==> src/rtl/apb_add_master.sv <==
// APB master for a single-target read-increment-write flow.
// A read captures one word from TARGET_ADDR; a write returns that word plus INCR.
module apb_add_master #(
  parameter int                 ADDR_W      = 32,
  parameter int                 DATA_W      = 32,
  parameter logic [ADDR_W-1:0]  TARGET_ADDR = 32'hA000,
  parameter logic [DATA_W-1:0]  INCR        = 32'd1
) (
  input  logic              pclk,
  input  logic              preset_n,
  input  logic [1:0]        add_i,
  input  logic [DATA_W-1:0] prdata,
  input  logic              pready,
  output logic              psel,
  output logic              penable,
  output logic [ADDR_W-1:0] paddr,
  output logic              pwrite,
  output logic [DATA_W-1:0] pwdata
);

  typedef enum logic [1:0] {
    ST_IDLE   = 2'b00,
    ST_SETUP  = 2'b01,
    ST_ACCESS = 2'b10
  } state_t;

  localparam logic [1:0] CMD_READ  = 2'b01;
  localparam logic [1:0] CMD_WRITE = 2'b11;

  state_t              state_q, state_d;
  logic                psel_q, psel_d;
  logic                penable_q, penable_d;
  logic [ADDR_W-1:0]   paddr_q, paddr_d;
  logic                pwrite_q, pwrite_d;
  logic [DATA_W-1:0]   pwdata_q, pwdata_d;
  logic [DATA_W-1:0]   rdata_q, rdata_d;

  // Increment wraps modulo 2^DATA_W by construction of the adder width.
  function automatic logic [DATA_W-1:0] next_word(input logic [DATA_W-1:0] word);
    return word + INCR;
  endfunction

  // Next-state and next-output decode; every APB output is registered.
  always_comb begin
    state_d   = state_q;
    psel_d    = psel_q;
    penable_d = penable_q;
    paddr_d   = paddr_q;
    pwrite_d  = pwrite_q;
    pwdata_d  = pwdata_q;
    rdata_d   = rdata_q;

    case (state_q)
      ST_IDLE: begin
        if (add_i == CMD_READ) begin
          state_d   = ST_SETUP;
          psel_d    = 1'b1;
          penable_d = 1'b0;
          paddr_d   = TARGET_ADDR;
          pwrite_d  = 1'b0;
          pwdata_d  = {DATA_W{1'b0}};
        end else if (add_i == CMD_WRITE) begin
          state_d   = ST_SETUP;
          psel_d    = 1'b1;
          penable_d = 1'b0;
          paddr_d   = TARGET_ADDR;
          pwrite_d  = 1'b1;
          pwdata_d  = next_word(rdata_q);
        end else begin
          state_d   = ST_IDLE;
        end
      end

      ST_SETUP: begin
        state_d   = ST_ACCESS;
        penable_d = 1'b1;
      end

      ST_ACCESS: begin
        // Address, direction and data stay frozen across wait states.
        if (pready) begin
          state_d   = ST_IDLE;
          psel_d    = 1'b0;
          penable_d = 1'b0;
          paddr_d   = {ADDR_W{1'b0}};
          pwrite_d  = 1'b0;
          pwdata_d  = {DATA_W{1'b0}};
          if (!pwrite_q) begin
            rdata_d = prdata;
          end else begin
            rdata_d = rdata_q;
          end
        end else begin
          state_d = ST_ACCESS;
        end
      end

      default: begin
        state_d   = ST_IDLE;
        psel_d    = 1'b0;
        penable_d = 1'b0;
        paddr_d   = {ADDR_W{1'b0}};
        pwrite_d  = 1'b0;
        pwdata_d  = {DATA_W{1'b0}};
      end
    endcase
  end

  // State, output and data registers; reset aborts any in-flight transfer.
  always_ff @(posedge pclk or negedge preset_n) begin
    if (!preset_n) begin
      state_q   <= ST_IDLE;
      psel_q    <= 1'b0;
      penable_q <= 1'b0;
      paddr_q   <= {ADDR_W{1'b0}};
      pwrite_q  <= 1'b0;
      pwdata_q  <= {DATA_W{1'b0}};
      rdata_q   <= {DATA_W{1'b0}};
    end else begin
      state_q   <= state_d;
      psel_q    <= psel_d;
      penable_q <= penable_d;
      paddr_q   <= paddr_d;
      pwrite_q  <= pwrite_d;
      pwdata_q  <= pwdata_d;
      rdata_q   <= rdata_d;
    end
  end

  assign psel    = psel_q;
  assign penable = penable_q;
  assign paddr   = paddr_q;
  assign pwrite  = pwrite_q;
  assign pwdata  = pwdata_q;

endmodule

==> config.mk <==
export PLATFORM = sky130hd
export DESIGN_NAME = apb_add_master
export DESIGN_NICKNAME = d
export VERILOG_FILES = /design/src/rtl/apb_add_master.sv
export SDC_FILE = /design/constraint.sdc
export NUM_CORES = 1
export LEC_CHECK = 0
export CORE_MARGIN = 2
export CORE_UTILIZATION = 35
export CTS_BUF_LIST = sky130_fd_sc_hd__clkbuf_4 sky130_fd_sc_hd__clkbuf_8
export CTS_CLUSTER_SIZE = 12
export DETAILED_ROUTE_END_ITERATION = 10
export DONT_BUFFER_PORTS = 1
export GPL_TIMING_DRIVEN = 0
export PLACE_DENSITY = 0.49
export SLEW_MARGIN = 20
export SYNTH_ARGS = -nofsm -noshare
export SYNTH_HDL_FRONTEND = slang
export SYNTH_SLANG_ARGS = --single-unit
export TNS_END_PERCENT = 10
==> constraint.sdc <==
create_clock -name pclk -period 2.3 [get_ports pclk]
set_input_delay 0.46 -clock pclk [delete_from_list [all_inputs] [get_ports pclk]]
set_output_delay 0.46 -clock pclk [all_outputs]
set_load 0.01 [all_outputs]
==> results of run 1 <==
-- cells in the final DEF (no fill, tap or decap), types with 7 or more instances in the layout --
| master | count |
|---|---|
| dfrtp_1 | 69 |
| nand2_1 | 48 |
| buf_4 | 32 |
| conb_1 | 30 |
| mux2_2 | 26 |
| xnor2_1 | 25 |
| o21ai_0 | 23 |
| o21ai_1 | 11 |
| clkbuf_8 | 11 |
| nor2_1 | 9 |
| clkbuf_1 | 7 |
| nand3_1 | 7 |
-- cells in the mapped netlist (2+ instances only) --
master | instances | area (sq um)
nor3_2 | 6 | 60.1
and4_4 | 2 | 22.5
nand2_1 | 48 | 180
buf_4 | 32 | 240
inv_1 | 6 | 22.5
xor2_1 | 5 | 43.8
mux2_2 | 26 | 293
nand4_1 | 5 | 31.3
o21ai_0 | 23 | 115
o21ai_1 | 11 | 55.1
dfrtp_1 | 69 | 1730
nor2_1 | 9 | 33.8
clkbuf_1 | 7 | 26.3
nor4_2 | 2 | 25.0
o21a_1 | 2 | 15.0
xnor2_1 | 25 | 219
and4_1 | 3 | 26.3
nand3_1 | 7 | 35.0
nor3_1 | 4 | 20.0
buf_2 | 3 | 15.0
nand4_4 | 2 | 42.5
a32o_1 | 2 | 20.0
-- per-stage QoR --
stage | instances | worst slack [ns] | area, sq um | total power, mW
CTS | 494 | 0.189 | 3950 | 4.98
finish | 494 | 0.191 | 3950 | 4.91
global route | 494 | 0.110 | 3950 | 5.28
floorplan | 344 | 0.633 | 3530 | 3.42
detailed placement | 477 | 0.207 | 3690 | 3.80
global placement | 477 | 0.200 | 3690 | 3.76
-- cells by family (layout without fill, tap and decap cells) --
logic type	count (synthesis)	count (layout)
fa+ha+maj	1	1
mux	26	26
other cells	1	30
buf+inv	49	66
compound gates	41	41
xor+xnor	30	30
simple gates	98	98
flops	69	69
-- report_power, final --
group / total, mW / switching, mW / internal, mW
Sequential: 2.48 / 0.705 / 1.78
Clock: 1.13 / 0.451 / 0.678
Combinational: 1.29 / 0.633 / 0.662
Total: 4.91 / 1.79 / 3.12
-- timing repair --
item / 4_1_cts / 5_1_grt
hold endpoints to repair: 69 / 0
hold buffers: 1 / 0
gates resized for setup: 0 / 0
-- state kept, by name (all words and copies together), names as in the netlist --
signal	cells
pwrite	1
paddr	1
penable	1
pwdata	32
state_q	2
rdata_q	32
-- cell type report --
type | instances | area, sq um
fill | 975 | 5690
sequential | 69 | 1730
multi-input combinational | 226 | 1480
buffer | 43 | 293
tap | 133 | 166
clock buffer | 12 | 159
clock inverter | 4 | 70.1
timing repair buffer | 1 | 27.5
inverter | 6 | 22.5
-- worst min-delay path by stage --
stage,start,to,slack (ns),cells after the start
6_report,preset_n,pwdata[8]$_DFFE_PN0P_,-0.03,1
5_1_grt,preset_n,rdata_q[12]$_DFFE_PN0P_,0.004,1
4_1_cts,preset_n,rdata_q[12]$_DFFE_PN0P_,0.001,1
3_5_place_dp,preset_n,rdata_q[5]$_DFFE_PN0P_,0.17,0
3_3_place_gp,preset_n,pwdata[6]$_DFFE_PN0P_,0.17,0
2_1_floorplan,preset_n,paddr[13]$_DFFE_PN0P_,0.16,0
-- metal layers --
layer,wire (um),vias to the layer above
li1,-,1096
met1,3160,1079
met2,3530,72
met3,644,18
met4,228,2
met5,13,-
==> impl_results.md, run 1 <==
* Fin crit share at 0.917
* Ports at 104
* Total gr overflow at 0
* IO buf count at 0
* Power Dens Cells at 1240 nW/um^2
* Crit path kind: register to register
* CTS H-tree depth at 3
* Antenna viol nets, final at 0
* Reg-to-reg endpoint: rdata_q[25]$_DFFE_PN0P_
* Max FO, Critical Path at 10
* Largest buffer count on any clock path at 2
* Reg2Reg Setup Slack at 0.19 ns
* Crit. Startpoint: pwrite$_DFFE_PN0P_
* Max Clk Rate at 474 MHz
* Detail Placement HPWL at 5450 um
* Cell mode on critical path: buf_2
* Clk sink count at 69
* Grt met3 use at 0.0536
* Row count at 36
* DR pass1 iterations at 4
* Post-synthesis sequential area ratio at 0.505
* Final core occ at 0.410
* Drt initial violations at 74
* Mapped Area at 3420 sq um
* RSZ-0062 raised after global routing: false
* Rel. slew slack at 0.624
* First-pass GRT wire length at 11500 um
* Core outline area at 9640 sq um
* Post-synthesis adder-cell area fraction at 0.00366
* R2R depth at 4
* Buf/Inv on CP at 2
* Largest net degree at the start of global routing at 70
* Max Cap Violations at 0
* Root Driver: clkbuf_8
* Synth Area in Simple Gates at 0.168
* Grt met1 use at 0.181
* Die area at 10600 sq um
* Peak supply drop at 0.466 mV
* EDFF count, synth at 0
* Ys flop type: dfrtp_1
* Vias/cell at 4.59
* Gate count after technology mapping at 315
* Worst Path Arrival at 2.35 ns
* Die Wd at 103 um
* Reg2Reg Launch Point: pwrite$_DFFE_PN0P_
* Worst-path cell chain: nor4bb_1, buf_2, buf_2, mux2_2
* CTS Buf Count at 9
* Crit path max-delay cell type: nor4bb_1
* Syn_area_per_cell at 10.8 sq um
* FF+latch count, synth at 69
* Hold Crit Class: primary input to asynchronous set/reset pin
* Status: finished with violations
* Final WL at 7580 um
* Clock Pin Slew Worst Setup and Hold Paths at 0.07 ns
* Post-route minimum period at 2.11 ns
* Crit-path max cell delay at 0.48 ns
* Hold slack at -0.0313 ns
* Critical path destination: rdata_q[25]$_DFFE_PN0P_
* Vias in the first global route at 2130
* Final setup violation count at 0
* Setup TNS at 0 ns
* Compound-Gate Fraction of Synth Area at 0.0674
* Distinct cells, synth at 38
* Nets at 394
* Clock skew at 0.00875 ns
* Startpoint types: register
* Skew-Pair Late Insertion Delay at 0.35 ns
* Setup Buffers After CTS at 0
* Asr flop ratio synth at 1.00
* GRT Overall Usage at 0.150
* Final Max Tran Viols at 0
* Leak at 1.70 nW
* Diode count at 0
* CTS tree: yes
* Routed WL per cell at 15.4 um
* Worst Path Required at 2.54 ns
* Mux share of post-synthesis cell area at 0.0857
* Post-Synth XOR/XNOR Area at 0.0769
* Failing checks: hold timing
* CP Depth at 4
* Cell family with most CP delay: buffers and inverters
* Final hold viol count at 17
* GR peak layer: met2
* Routability congestion estimate at 0.739
* Detailed-route via count at 2267
* M2 GR Usage at 0.235
* Initial core utilization at 0.354
* Antenna violations before repair at 1
* Layout cell share with drive strength beyond 1 at 0.269
* Die Y at 103 um
* Area delta synth->final at 15.6%
* Worst-margin pin slew at 0.564 ns
* CP endpoint kind: register
* Ys Warns at 0
* Largest family of logic cells by synthesized area: simple AND/OR/NAND/NOR gates
* DRC viols at 0
Note: power is estimated with default switching activity, not from simulation.
==> run 2: changes to the inputs <==
--- a/config.mk
+++ b/config.mk
@@ -11,6 +11,7 @@
 export CTS_CLUSTER_SIZE = 12
 export DETAILED_ROUTE_END_ITERATION = 10
 export DONT_BUFFER_PORTS = 1
+export GPL_ROUTABILITY_DRIVEN = 0
 export GPL_TIMING_DRIVEN = 0
 export PLACE_DENSITY = 0.49
 export SLEW_MARGIN = 20
==> results of run 2 <==
The final DEF is identical to that of run 1; final timing and power are the same.
==> run 3: changes to the inputs <==
--- a/config.mk
+++ b/config.mk
@@ -13,7 +13,6 @@
 export DONT_BUFFER_PORTS = 1
 export GPL_ROUTABILITY_DRIVEN = 0
 export GPL_TIMING_DRIVEN = 0
-export PLACE_DENSITY = 0.49
 export SLEW_MARGIN = 20
 export SYNTH_ARGS = -nofsm -noshare
 export SYNTH_HDL_FRONTEND = slang
==> constraint.sdc (replaced) <==
create_clock -name pclk -period 2.6 [get_ports pclk]
set_input_delay 0.52 -clock pclk [delete_from_list [all_inputs] [get_ports pclk]]
set_output_delay 0.52 -clock pclk [all_outputs]
set_load 0.01 [all_outputs]
==> impl_results.md, run 3 (synthesis results as in run 1) <==
* Status: completed (was finished with violations)
* Vias in the first global route at 2191 (was 2130)
* Vias/cell at 4.59 (about the same)
* Startpoint types: register (unchanged)
* Setup TNS at 0 ns (unchanged)
* Ports at 104 (unchanged)
* Rel. slew slack at 0.616 (was 0.624)
* DP Area at 3690 sq um (unchanged)
* DRC viols at 0 (unchanged)
* Pre-CTS setup slack at 0.425 ns (was 0.207 ns)
* Max Clk Rate at 484 MHz (was 474 MHz)
* Total gr overflow at 0 (unchanged)
* Reg2Reg Setup Slack at 0.53 ns (was 0.19 ns)
* Drt initial violations at 63 (was 74)
* Antenna viol nets, final at 0 (unchanged)
* Finished Cell Area at 3890 sq um (was 3950 sq um)
* Die Wd at 103 um (unchanged)
* Grt met1 use at 0.189 (was 0.181)
* Grt met3 use at 0.0631 (was 0.0536)
* CTS Buf Count at 9 (unchanged)
* Worst-margin pin slew at 0.573 ns (was 0.564 ns)
* Worst Path Arrival at 2.29 ns (was 2.35 ns)
* DR pass1 iterations at 4 (unchanged)
* Post-CTS resize count at 0 (unchanged)
* Antenna violations before repair at 0 (was 1)
* Hold Crit Class: primary input to asynchronous set/reset pin (unchanged)
* Cell Count, Final, Fillers Out at 493 (was 494)
* Skew-Pair Late Insertion Delay at 0.34 ns (was 0.35 ns)
* CP endpoint kind: register (unchanged)
* PnR Total Power at 4.11 mW (was 4.91 mW)
* GR peak layer: met2 (unchanged)
* CTS tree: yes (unchanged)
* IO buf count at 0 (unchanged)
* Detailed-route via count at 2262 (was 2267)
* Max Cap Violations at 0 (unchanged)
* Most common cell after layout, fill and taps aside: dfrtp_1 (unchanged)
* RSZ-0062 raised after global routing: false (unchanged)
* Core outline area at 9640 sq um (unchanged)
* Largest buffer count on any clock path at 2 (unchanged)
* Final Max Tran Viols at 0 (unchanged)
* Routed WL per cell at 15.2 um (was 15.4 um)
* Initial core utilization at 0.354 (unchanged)
* Final setup violation count at 0 (unchanged)
* M2 GR Usage at 0.234 (was 0.235)
* Layout cell share with drive strength beyond 1 at 0.267 (was 0.269)
* Max FO, Critical Path at 10 (unchanged)
* CTS H-tree depth at 3 (unchanged)
* Nets at 394 (unchanged)
* First-pass GRT wire length at 11800 um (was 11500 um)
* Setup Buffers After CTS at 0 (unchanged)
* Clock skew at 0.0108 ns (was 0.00875 ns)
* Largest net degree at the start of global routing at 70 (unchanged)
* Placed cell count at 477 (unchanged)
* Worst setup margin at 0.534 ns (was 0.191 ns)
* Crit path kind: register to register (unchanged)
* Power Dens Cells at 1060 nW/um^2 (was 1240 nW/um^2)
* Die Y at 103 um (unchanged)
* Fin crit share at 0.795 (was 0.917)
* Leak at 1.67 nW (was 1.70 nW)
* Root Driver: clkbuf_8 (unchanged)
* Die area at 10600 sq um (unchanged)
* Final WL at 7470 um (was 7580 um)
* Detail Placement HPWL at 5450 um (about the same)
* Post-route minimum period at 2.07 ns (was 2.11 ns)
* GRT Overall Usage at 0.150 (about the same)
* Clock Pin Slew Worst Setup and Hold Paths at 0.08 ns (was 0.07 ns)
* Clk sink count at 69 (unchanged)
* Final hold viol count at 0 (was 17)
* Diode count at 0 (unchanged)
* Peak supply drop at 0.312 mV (was 0.466 mV)
* Worst Path Required at 2.83 ns (was 2.54 ns)
* Row count at 36 (unchanged)
* Most frequent cells in the layout: 69 x dfrtp_1, 48 x nand2_1, 32 x buf_4, 30 x conb_1, 26 x mux2_2 (unchanged)
* Area delta synth->final at 13.8% (was 15.6%)
[run 3: cell count changes in the layout (fill, tap and decap cells not counted)]
cell        before  now
clkinvlp_4       0    2
clkbuf_8        11   10
bufinv_16        2    0
[run 3: where the power goes]
group	total [mW]	leakage, nW	switching, mW	internal, mW
Clock	0.774	0.0846	0.399	0.374
Combinational	1.14	0.708	0.557	0.585
Sequential	2.20	0.876	0.626	1.57
Total	4.11	1.67	1.58	2.53
[run 3: repair_timing]
action | CTS | global route
hold buffers | 1 | 0
endpoints found under the setup margin | 0 | 0
hold endpoints to repair | 69 | 0
[run 3: per-stage QoR]
step           utilization  hold slack (ns)
6_report             0.404           0.0573
5_1_grt              0.404           0.0637
4_1_cts              0.404           0.0622
3_5_place_dp         0.383            0.227
3_3_place_gp         0.383            0.226
2_1_floorplan            -            0.224
[run 3: worst paths after layout]
| check | cells after the start | startpoint | endpoint |
|---|---|---|---|
| min in group pclk | 2 | prdata[23] | rdata_q[23]$_DFFE_PN0P_ |
| max in group asynchronous | 1 | preset_n | pwdata[9]$_DFFE_PN0P_ |
| worst max register to register | 4 | pwrite$_DFFE_PN0P_ | rdata_q[26]$_DFFE_PN0P_ |
| worst min register to register | 1 | rdata_q[0]$_DFFE_PN0P_ | pwdata[0]$_DFFE_PN0P_ |
| worst min-delay path | 1 | preset_n | rdata_q[22]$_DFFE_PN0P_ |
| worst max-delay path | 4 | pwrite$_DFFE_PN0P_ | rdata_q[26]$_DFFE_PN0P_ |
[run 3: critical path: stages (launching register included)]
cell and delay, ns:
dfrtp_1 0.44, nor4bb_1 0.46, buf_2 0.34, buf_2 0.33
mux2_2 0.38
[run 3: area by class of cell]
class	count	area, sq um
inverter	6	22.5
buffer	43	293
clock buffer	11	145
multi-input combinational	226	1480
fill	999	5750
clock inverter	4	25.0
tap	133	166
timing repair buffer	1	27.5
sequential	69	1730
[run 3: layer usage]
layer	wire length, um	part of all wire
met1	3110	0.42
met2	3550	0.48
met3	680	0.091
met4	129	0.017
met5	0	0
